<file path="config.mk">
export PLATFORM = sky130hd
export DESIGN_NAME = vector_lane_sequencer
export DESIGN_NICKNAME = d
export VERILOG_FILES = /design/src/rtl/vlane_pkg.sv /design/src/rtl/lane_code_decode.sv /design/src/rtl/vector_lane_sequencer.sv
export SDC_FILE = /design/constraint.sdc
export NUM_CORES = 1
export LEC_CHECK = 0
export CAP_MARGIN = 20
export CORE_ASPECT_RATIO = 0.75
export CORE_UTILIZATION = 46
export DETAILED_ROUTE_END_ITERATION = 10
export PLACE_DENSITY = 0.94
export SLEW_MARGIN = 20
export SYNTH_ARGS = -nofsm -noshare
export SYNTH_HDL_FRONTEND = slang
export SYNTH_SLANG_ARGS = --single-unit
export TNS_END_PERCENT = 20
</file>
<file path="constraint.sdc">
create_clock -name clk -period 2.6 [get_ports clk]
set_input_delay 0.52 -clock clk [delete_from_list [all_inputs] [get_ports clk]]
set_output_delay 0.52 -clock clk [all_outputs]
set_load 0.02 [all_outputs]
</file>
<file path="src/rtl/vlane_pkg.sv">
// vlane_pkg
// Shared constants and types for the vector lane sequencer.
//   - default register-code width, vector length and lane count
//   - derived width constants for the defaults
//   - sequencer state encoding
package vlane_pkg;

  localparam int CODE_W_DEF = 5;
  localparam int VLEN_DEF   = 8;
  localparam int LANES_DEF  = 2;

  localparam int IDX_W_DEF  = CODE_W_DEF - 1;
  localparam int ELEM_W_DEF = $clog2(VLEN_DEF);
  localparam int VL_W_DEF   = $clog2(VLEN_DEF) + 1;

  typedef enum logic [0:0] {
    ST_IDLE  = 1'b0,
    ST_ISSUE = 1'b1
  } state_e;

endpackage

</file>
<file path="src/rtl/lane_code_decode.sv">
// lane_code_decode
// Splits a register code into a vector-register flag (code MSB) and a
// register index (remaining low bits). Purely combinational.
//   code_i  in   CODE_W    register code
//   vec_o   out  1         1 = vector register, 0 = scalar register
//   idx_o   out  CODE_W-1  register number
module lane_code_decode
  import vlane_pkg::*;
#(
  parameter int CODE_W = CODE_W_DEF
) (
  input  logic [CODE_W-1:0] code_i,
  output logic              vec_o,
  output logic [CODE_W-2:0] idx_o
);

  assign vec_o = code_i[CODE_W-1];
  assign idx_o = code_i[CODE_W-2:0];

endmodule

</file>
<file path="src/rtl/vector_lane_sequencer.sv">
// vector_lane_sequencer
// Accepts one instruction at a time and issues it as a series of beats of
// LANES elements each, with a per-lane enable mask for the ragged tail.
//   clk, rst                       clock, async active-high reset
//   in_valid / in_ready            instruction handshake
//   in_rd, in_rs1, in_rs2          operand register codes
//   in_vl                          requested vector length
//   out_valid / out_ready          beat handshake
//   out_{rd,rs1,rs2}_vec / _idx    decoded operands
//   out_elem, out_lane_en          first element of beat, active-lane mask
//   out_first, out_last            beat position within the instruction
//   err                            one-cycle pulse on illegal vector length
module vector_lane_sequencer
  import vlane_pkg::*;
#(
  parameter int CODE_W = CODE_W_DEF,
  parameter int VLEN   = VLEN_DEF,
  parameter int LANES  = LANES_DEF,
  localparam int IDX_W  = CODE_W - 1,
  localparam int ELEM_W = $clog2(VLEN),
  localparam int VL_W   = $clog2(VLEN) + 1
) (
  input  logic              clk,
  input  logic              rst,
  input  logic              in_valid,
  output logic              in_ready,
  input  logic [CODE_W-1:0] in_rd,
  input  logic [CODE_W-1:0] in_rs1,
  input  logic [CODE_W-1:0] in_rs2,
  input  logic [VL_W-1:0]   in_vl,
  output logic              out_valid,
  input  logic              out_ready,
  output logic              out_rd_vec,
  output logic              out_rs1_vec,
  output logic              out_rs2_vec,
  output logic [IDX_W-1:0]  out_rd_idx,
  output logic [IDX_W-1:0]  out_rs1_idx,
  output logic [IDX_W-1:0]  out_rs2_idx,
  output logic [ELEM_W-1:0] out_elem,
  output logic [LANES-1:0]  out_lane_en,
  output logic              out_first,
  output logic              out_last,
  output logic              err
);

  localparam int LANE_SH = $clog2(LANES);
  localparam logic [VL_W-1:0] VLEN_V  = VL_W'(VLEN);
  localparam logic [VL_W:0]   LANES_X = (VL_W + 1)'(LANES);

  state_e            state_q, state_d;
  logic [ELEM_W-1:0] beat_q, beat_d;
  logic [VL_W-1:0]   vl_q, vl_d;
  logic              rd_vec_q, rs1_vec_q, rs2_vec_q;
  logic              rd_vec_d, rs1_vec_d, rs2_vec_d;
  logic [IDX_W-1:0]  rd_idx_q, rs1_idx_q, rs2_idx_q;
  logic [IDX_W-1:0]  rd_idx_d, rs1_idx_d, rs2_idx_d;
  logic              err_q, err_d;

  logic              dec_rd_vec, dec_rs1_vec, dec_rs2_vec;
  logic [IDX_W-1:0]  dec_rd_idx, dec_rs1_idx, dec_rs2_idx;

  lane_code_decode #(.CODE_W(CODE_W)) u_dec_rd (
    .code_i (in_rd),
    .vec_o  (dec_rd_vec),
    .idx_o  (dec_rd_idx)
  );

  lane_code_decode #(.CODE_W(CODE_W)) u_dec_rs1 (
    .code_i (in_rs1),
    .vec_o  (dec_rs1_vec),
    .idx_o  (dec_rs1_idx)
  );

  lane_code_decode #(.CODE_W(CODE_W)) u_dec_rs2 (
    .code_i (in_rs2),
    .vec_o  (dec_rs2_vec),
    .idx_o  (dec_rs2_idx)
  );

  // in_ready is masked by rst so nothing is accepted while reset is held.
  logic            accept;
  logic            any_vec;
  logic            vl_zero;
  logic            vl_big;
  logic [VL_W-1:0] vl_eff;

  assign in_ready = (state_q == ST_IDLE) && !rst;
  assign accept   = in_valid && in_ready;
  assign any_vec  = dec_rd_vec || dec_rs1_vec || dec_rs2_vec;
  assign vl_zero  = (in_vl == '0);
  assign vl_big   = (in_vl > VLEN_V);

  // A scalar instruction is issued as a one-element vector so the beat
  // logic below needs no special case.
  always_comb begin
    vl_eff = in_vl;
    if (!any_vec) begin
      vl_eff = VL_W'(1);
    end else if (vl_big) begin
      vl_eff = VLEN_V;
    end
  end

  logic [ELEM_W-1:0] elem;
  logic [VL_W:0]     elem_x;
  logic              last_beat;

  assign elem      = beat_q << LANE_SH;
  assign elem_x    = {2'b00, elem};
  assign last_beat = (elem_x + LANES_X) >= {1'b0, vl_q};

  always_comb begin
    state_d   = state_q;
    beat_d    = beat_q;
    vl_d      = vl_q;
    rd_vec_d  = rd_vec_q;
    rs1_vec_d = rs1_vec_q;
    rs2_vec_d = rs2_vec_q;
    rd_idx_d  = rd_idx_q;
    rs1_idx_d = rs1_idx_q;
    rs2_idx_d = rs2_idx_q;
    err_d     = 1'b0;

    case (state_q)
      ST_IDLE: begin
        if (accept) begin
          err_d = any_vec && (vl_zero || vl_big);
          // A zero-length vector instruction is consumed without issuing.
          if (!(any_vec && vl_zero)) begin
            state_d   = ST_ISSUE;
            beat_d    = '0;
            vl_d      = vl_eff;
            rd_vec_d  = dec_rd_vec;
            rs1_vec_d = dec_rs1_vec;
            rs2_vec_d = dec_rs2_vec;
            rd_idx_d  = dec_rd_idx;
            rs1_idx_d = dec_rs1_idx;
            rs2_idx_d = dec_rs2_idx;
          end
        end
      end
      ST_ISSUE: begin
        if (out_ready) begin
          if (last_beat) begin
            state_d = ST_IDLE;
            beat_d  = '0;
          end else begin
            beat_d = beat_q + ELEM_W'(1);
          end
        end
      end
      default: state_d = ST_IDLE;
    endcase
  end

  always_ff @(posedge clk or posedge rst) begin
    if (rst) begin
      state_q   <= ST_IDLE;
      beat_q    <= '0;
      vl_q      <= '0;
      rd_vec_q  <= 1'b0;
      rs1_vec_q <= 1'b0;
      rs2_vec_q <= 1'b0;
      rd_idx_q  <= '0;
      rs1_idx_q <= '0;
      rs2_idx_q <= '0;
      err_q     <= 1'b0;
    end else begin
      state_q   <= state_d;
      beat_q    <= beat_d;
      vl_q      <= vl_d;
      rd_vec_q  <= rd_vec_d;
      rs1_vec_q <= rs1_vec_d;
      rs2_vec_q <= rs2_vec_d;
      rd_idx_q  <= rd_idx_d;
      rs1_idx_q <= rs1_idx_d;
      rs2_idx_q <= rs2_idx_d;
      err_q     <= err_d;
    end
  end

  // Lane i is live when its element index is still below the vector length.
  always_comb begin
    out_lane_en = '0;
    for (int i = 0; i < LANES; i++) begin
      out_lane_en[i] = (elem_x + (VL_W + 1)'(i)) < {1'b0, vl_q};
    end
  end

  assign out_valid   = (state_q == ST_ISSUE);
  assign out_elem    = elem;
  assign out_first   = out_valid && (beat_q == '0);
  assign out_last    = out_valid && last_beat;
  assign out_rd_vec  = rd_vec_q;
  assign out_rs1_vec = rs1_vec_q;
  assign out_rs2_vec = rs2_vec_q;
  assign out_rd_idx  = rd_idx_q;
  assign out_rs1_idx = rs1_idx_q;
  assign out_rs2_idx = rs2_idx_q;
  assign err         = err_q;

endmodule
</file>
# Yosys cells after proc, flatten, opt, wreduce, memory -nomap -nowiden
# Cells that the tools add are included.
# totals
register_bits	24
inputBits	23
out_inout_bits	25
# classes
n_addsub	3
n_lt_le_gt_ge	4
n_eq_ne	3
muxes	14
n_bitwise	2
reduce_logical	14
# op_table
op	n
$mux 3	4
$mux 4	2
$logic_and 1x1->1	6
$mux 1	6
$ne 2x2->1 const B	3
$pmux 3 s2	1
$reduce_and 3->1	2
$add 3x1->4 const B	1
$add 3x2->4 const B	1
$ge 4x4->1	1
$gt 4x4->1 const B	1
$logic_not 4->1	1
$lt 3x4->1	1
$lt 4x4->1	1
$add 3x1->3 const B	1
$logic_not 3->1	1
$logic_or 1x1->1	3
$not 1->1	2
$pmux 1 s2	1
$logic_not 1->1	1

# Logic depth before layout (Yosys ltp)
# Gate-level depths: netlist (run 1).
# logic_depth
ltp_word	6
mapped_depth	6

# By module
# From an unflattened synthesis (run 1), not the netlist that was laid out.
# hier_totals
cells_unflattened	119
hier_area_um2	1372.6
# by_module_without_submodules
module	instances	cells_per_inst	area_each_um2	seq_area_each_um2
vector_lane_sequencer	1	104	1260.0	600.6
lane_code_decode	3	5	37.5	0.0

# Worst setup path before layout (run 1)
# OpenSTA, ideal clock, no wires.
# synth_path
kind	reg2out
from	register beat_q[0]
to	output out_last
arrival_ns	1.578
slack_ns	0.502
stages_incl_launch_ff	6
cell_sequence	dfrtp_1 > inv_1 > ha_1 > ha_1 > o211ai_1 > a21oi_1
# synth_via
elab_chain_len	3
# synth_lines
item	line_no	text
start: declaration	vector_lane_sequencer.sv:51	logic [ELEM_W-1:0] beat_q, beat_d;
start signal: assignment	vector_lane_sequencer.sv:170	beat_q <= beat_d;
$add 3x2->4	vector_lane_sequencer.sv:110	assign last_beat = (elem_x + LANES_X) >= {1'b0, vl_q};
$ge 4x4->1	vector_lane_sequencer.sv:110	
$logic_and 1x1->1	vector_lane_sequencer.sv:193	assign out_last = out_valid && last_beat;
end: declaration	vector_lane_sequencer.sv:42	output logic out_last,
# Every way passes these cells.

# Worst setup path after layout (run 1)
# Ends and elaborated chain as after synthesis.

==> flow_metrics.env, run 1 <==
export IMPL_final_min_clock_period_ps=2430
export IMPL_drive_gt1_share_pct=17.0
export IMPL_port_buffers=46
export IMPL_final_common_cell="clkdlybuf4s50_1"
export IMPL_die_x_um=61.8
export IMPL_detail_route_vias_per_cell=5.17
export IMPL_synth_nets=136
export IMPL_critPathArrivalTime_ps=1910
export IMPL_end_kind="output port"
export IMPL_syn2layout_area_growth_pct=40.7
export IMPL_drv_slew=0
export IMPL_start_util_pct=50.9
export IMPL_slew_limit_headroom_pct=47.2
export IMPL_clk_pin_slew_worst_paths_ps=120
export IMPL_tightestPinTransition_ps=793
export IMPL_finalHoldViolations=0
export IMPL_hp_class="register to register"
export IMPL_power_leakage_nw=0.760
export IMPL_place_gp_congestion=0.802
export IMPL_synthTopCellsByArea="dfrtp_1 49%, mux2_2 8.2%, ha_1 8.1%, mux2_4 7.3%, o21ai_0 2.8%"
export IMPL_cts_buffers=3
export IMPL_mostFrequentLayoutCells="43 x clkdlybuf4s50_1, 23 x dfrtp_1, 9 x mux2_2, 8 x inv_1, 8 x ha_1"
export IMPL_synth_warnings=0
export IMPL_worstSkewPairLatency_ps=310
export IMPL_drv_cap=0
export IMPL_worstPathRequired_ps=2080
export IMPL_io_pins=48
export IMPL_ir_drop_mv=0.571
export IMPL_crit_type="register to output port"
export IMPL_dp_hpwl_um=2190
export IMPL_clock_root_buffer="clkbuf_4"
export IMPL_drc=0
export IMPL_cts_sinks=24
export IMPL_final_setup_viol_count=0
export IMPL_grt_setup_unrepaired="false"
export IMPL_fin_skew_ps=1.44
export IMPL_wl_per_cell_um=14.5
export IMPL_crit_fanout=6
export IMPL_ys_types=29
export IMPL_drt_initial_drc_count=46
export IMPL_cp_start_kind="register"
export IMPL_status="complete, no violations"
export IMPL_async_reset_ff_share_pct=100
export IMPL_multi_input_area_sq_um=543
export IMPL_grt_pass1_wl_um=4210
export IMPL_synth_edf_count=0
export IMPL_cts_buffer_depth=2
export IMPL_vias=966
export IMPL_synth_avg_cell_area_sq_um=11.7
export IMPL_power_density_nw_per_um2=1200
export IMPL_ant_nets=0
export IMPL_fmax_ghz=0.412
export IMPL_n_antenna_cell=0
export IMPL_antenna_found_initial=0
export IMPL_fp_dieH_um=46.8
export IMPL_synth_top_area_share_pct=48.7
export IMPL_synth_flop_cell="dfrtp_1"
export IMPL_fillerInstances=163
export IMPL_syn_instance_count=105
export IMPL_fin_crit_sh_pct=93.4
export IMPL_wirelength_um=2710
export IMPL_cts_setup_buffers=0
export IMPL_track_usage_pct=20.9
export IMPL_num_nets_final=186
export IMPL_hold_worst_slack_ps=517
export IMPL_die_area_sq_um=2890
export IMPL_cts_tree="yes"
export IMPL_grt_start_max_net_pins=17
export IMPL_yosysTopAreaCell="dfrtp_1"
export IMPL_num_rows=15
export IMPL_htreeDepth=1
export IMPL_drtPass1Iterations=4
export IMPL_seq_area_frac_synth_pct=48.7
export IMPL_grt_pass1_vias=945
export IMPL_finalSetupTns_ps=0
export IMPL_core_area_sq_um=2420
export IMPL_seq_area_sq_um=602
export IMPL_grt_remaining_overflow=0
export IMPL_synth_seq_cells=24
export IMPL_syn_area_sq_um=1230
==> layer usage <==
| metal | GRT usage (%) | up-vias | share of wire (%) |
|---|---|---|---|
| met5 | 0 | - | 0 |
| met4 | 5.78 | 0 | 1.0 |
| met3 | 6.34 | 7 | 7.5 |
| met2 | 37.6 | 50 | 52 |
| met1 | 24.4 | 449 | 40 |
| li1 | - | 460 | - |
==> cell type report <==
class	count	share of cell area [%]
clock buffers	3	1.30
inverters	8	1.73
multi-input cells	67	31.3
flip-flops and latches	24	34.7
well taps	34	2.45
repair buffers	51	28.5
==> state kept, by name (all words and copies together), names as in the netlist <==
name,count
out_rs2_vec,1
beat_q,3
vl_q,4
out_rs2_idx,4
out_rs1_idx,4
out_rd_vec,1
out_valid,1
err,1
out_rd_idx,4
out_rs1_vec,1
==> synth_stat cells (2+ instances only) <==
library cell and n:
o211ai_1 2, nand2_1 7, dfrtp_1 24, mux2_2 9
nor2_1 4, nor2b_1 2, buf_4 3, a21oi_1 3
mux2_4 6, nor3_1 2, o21ai_0 7, ha_1 8
inv_1 8, nand3_1 5
==> power breakdown <==
group          total, mW  internal, mW  switching [mW]
logic               1.25         0.637           0.613
clock network      0.157        0.0543           0.103
registers          0.671         0.547           0.123
==> worst paths after layout <==
check / endpoint / depth (start not counted) / from / slack [ps]
max in group asynchronous: out_rd_idx[3] / 3 / rst / 1530
min in group asynchronous: vl_q[2] / 2 / rst / 530
worst max-delay path: out_last / 6 / beat_q[0] / 170
worst max register to register: out_rd_idx[1] / 3 / out_valid / 560
worst min register to register: out_rs1_idx[3] / 1 / out_rs1_idx[3] / 520
worst min-delay path: out_rs1_idx[3] / 1 / out_rs1_idx[3] / 520
==> through the flow <==
| step | setup slack, ps | power, mW | cell area, sq um | instances | util, % |
|---|---|---|---|---|---|
| detailed placement | 49.3 | 1.96 | 1710 | 184 | 70.8 |
| finish | 172 | 2.08 | 1730 | 187 | 71.6 |
| floorplan | 502 | 1.39 | 1230 | 105 | - |
| global placement | 65.7 | 1.90 | 1710 | 184 | 70.8 |
| global route | 41.5 | 2.23 | 1730 | 187 | 71.6 |
| CTS | 28.4 | 2.10 | 1740 | 187 | 71.7 |
==> timing repair <==
action,4_1_cts,5_1_grt
hold buffers,0,0
setup endpoints to repair,2,2
gates cloned,0,0
gates resized for setup,3,3
pin swaps,0,0
==> worst max-delay path, cell delays in order (launching register included) <==
cell	delay [ps]
dfrtp_2	440
inv_1	100
ha_1	320
ha_1	280
o211ai_1	100
a21oi_1	170
clkbuf_2	200
==> logic make-up (layout without fill, tap and decap cells) <==
group | Yosys count | count (layout) | synth area share [%]
flops | 24 | 24 | 48.7
fa+ha+maj | 8 | 8 | 8.12
xor+xnor | 1 | 1 | 0.711
buf+inv | 14 | 62 | 7.21
compound gates | 19 | 19 | 10.1
simple gates | 23 | 23 | 9.34
mux | 15 | 15 | 15.5
other cells | 1 | 1 | 0.304
Note: power is estimated with default switching activity, not from simulation.
==> run 2, diff against run 1 <==
Settings changed: SLEW_MARGIN 20 to 30.
Clock period 2.6 ns to 2.95 ns, I/O delays scaled along.
==> run 2 against run 1 <==
Compared with the run above:
- hold slack gained 8.8 ps
- design area decreased by 1.0%
- via count up 2.3%
- final cell count fell by 1.6%
- flip-flop and latch count is the same
- non-clock buffer count down 3
- clock power shrank 6%
- highest routed layer unchanged
==> flow_metrics.env, run 2 (same netlist as run 1, synthesis figures left out) <==
export IMPL_n_antenna_cell=0
export IMPL_detail_route_vias_per_cell=5.37
export IMPL_power_leakage_nw=0.738
export IMPL_final_setup_viol_count=0
export IMPL_grt_remaining_overflow=0
export IMPL_critPathArrivalTime_ps=2230
export IMPL_fillerInstances=175
export IMPL_final_common_cell="clkdlybuf4s50_1"
export IMPL_ant_nets=0
export IMPL_crit_chain="inv_1, ha_1, ha_1, o211ai_1, a21oi_1, dlygate4sd2_1"
export IMPL_hold_worst_slack_ps=525
export IMPL_crit_slowest_cell="dfrtp_1"
export IMPL_port_buffers=46
export IMPL_final_min_clock_period_ps=2820
export IMPL_num_rows=15
export IMPL_drc=0
export IMPL_status="complete, no violations"
export IMPL_grt_util_met2_pct=41.1
export IMPL_crit_fanout=6
export IMPL_core_area_sq_um=2420
export IMPL_worstHoldStart="vl_q[0]"
export IMPL_worst_r2r_endpoint="out_rs1_idx[3]"
export IMPL_critPathMaxStageDelay_ps=460
export IMPL_cts_setup_buffers=0
export IMPL_htreeDepth=1
export IMPL_hp_class="register to register"
export IMPL_track_usage_pct=22.5
export IMPL_fp_dieH_um=46.8
export IMPL_grt_pass1_wl_um=4470
export IMPL_cts_buffer_depth=2
export IMPL_hold_buffers=0
export IMPL_cts_buffers=3
export IMPL_cts_tree="yes"
export IMPL_slew_limit_headroom_pct=42.9
export IMPL_multi_input_area_sq_um=547
export IMPL_tightestPinTransition_ps=851
export IMPL_die_x_um=61.8
export IMPL_cp_start_kind="register"
export IMPL_grt_setup_unrepaired="false"
export IMPL_cp_common_cell="ha_1"
export IMPL_drtPass1Iterations=4
export IMPL_io_pins=48
export IMPL_dp_hpwl_um=2390
export IMPL_grt_start_max_net_pins=25
export IMPL_finalSetupTns_ps=0
export IMPL_clock_root_buffer="clkbuf_4"
export IMPL_hold_depth=2
export IMPL_drt_initial_drc_count=125
export IMPL_cts_resized=1
export IMPL_busiest_layer="met2"
export IMPL_seq_area_sq_um=601
export IMPL_end_kind="output port"
export IMPL_wl_per_cell_um=16.9
export IMPL_grtUsageMet3_pct=6.89
export IMPL_worstSkewPairLatency_ps=330
export IMPL_reg2reg_depth=3
export IMPL_ir_drop_mv=0.543
export IMPL_grt_pass1_vias=1007
export IMPL_num_nets_final=183
export IMPL_rrSetupSlack_ps=820
export IMPL_place_gp_congestion=0.803
export IMPL_reg2reg_from="out_valid"
export IMPL_drv_cap=0
export IMPL_finalHoldViolations=0
export IMPL_syn2layout_area_growth_pct=39.3
export IMPL_cts_sinks=24
export IMPL_fin_skew_ps=13.7
export IMPL_drv_slew=0
export IMPL_fmax_ghz=0.355
export IMPL_drive_gt1_share_pct=14.7
export IMPL_met1_usage_pct=23.7
export IMPL_holdPathEnd="vl_q[0]"
export IMPL_die_area_sq_um=2890
export IMPL_mostFrequentLayoutCells="45 x clkdlybuf4s50_1, 24 x dfrtp_1, 9 x mux2_2, 8 x ha_1"
export IMPL_fin_crit_sh_pct=95.4
export IMPL_worstPathRequired_ps=2360
export IMPL_start_util_pct=50.9
export IMPL_vias=988
export IMPL_power_density_nw_per_um2=1080
export IMPL_wirelength_um=3110
export IMPL_antenna_found_initial=0
export IMPL_clk_pin_slew_worst_paths_ps=140
export IMPL_crit_type="register to output port"
run 2: metal layers:
metal | up-vias | routed length (um)
met5 | - | 0
met4 | 0 | 67
met3 | 8 | 195
met2 | 48 | 1650
met1 | 478 | 1190
li1 | 454 | -
run 2: power by group:
group          total (mW)  internal, mW  leakage (nW)  switching (mW)
combinational        1.12         0.554         0.428           0.568
sequential          0.592         0.481         0.296           0.111
clock               0.148        0.0480        0.0138           0.100
total                1.86          1.08         0.738           0.779
run 2: worst max-delay path by stage:
| stage | start | end | slack (ps) | cells past startpoint |
|---|---|---|---|---|
| 4_1_cts | beat_q[0] | out_last | 140 | 6 |
| 2_1_floorplan | beat_q[0] | out_last | 780 | 5 |
| 5_1_grt | beat_q[0] | out_last | 30 | 6 |
| 3_5_place_dp | beat_q[0] | out_last | 240 | 6 |
| 6_report | beat_q[0] | out_last | 130 | 6 |
| 3_3_place_gp | beat_q[0] | out_last | 360 | 6 |
run 2: per-stage QoR:
step / util [%] / setup WS [ps] / instance area (sq um) / instances / power [mW]
after floorplan: - / 782 / 1230 / 105 / 1.22
after global placement: 69.9 / 359 / 1690 / 181 / 1.64
after detailed placement: 69.9 / 236 / 1690 / 181 / 1.71
after CTS: 70.7 / 136 / 1710 / 184 / 1.85
after global routing: 70.9 / 33.9 / 1720 / 184 / 1.96
final: 70.9 / 135 / 1720 / 184 / 1.86
run 2: worst max-delay path: cells and delay by family (launching register included):
kind | cells | cell delay (ps)
fa+ha+maj | 2 | 610
flops | 1 | 460
buf+inv | 2 | 450
compound gates | 2 | 380
run 2: cell type report:
cell class	count	area share, %
multi-input combinational	67	31.9
inverter	8	1.75
sequential	24	35.0
tap	34	2.48
timing repair buffer	48	27.6
clock buffer	3	1.31
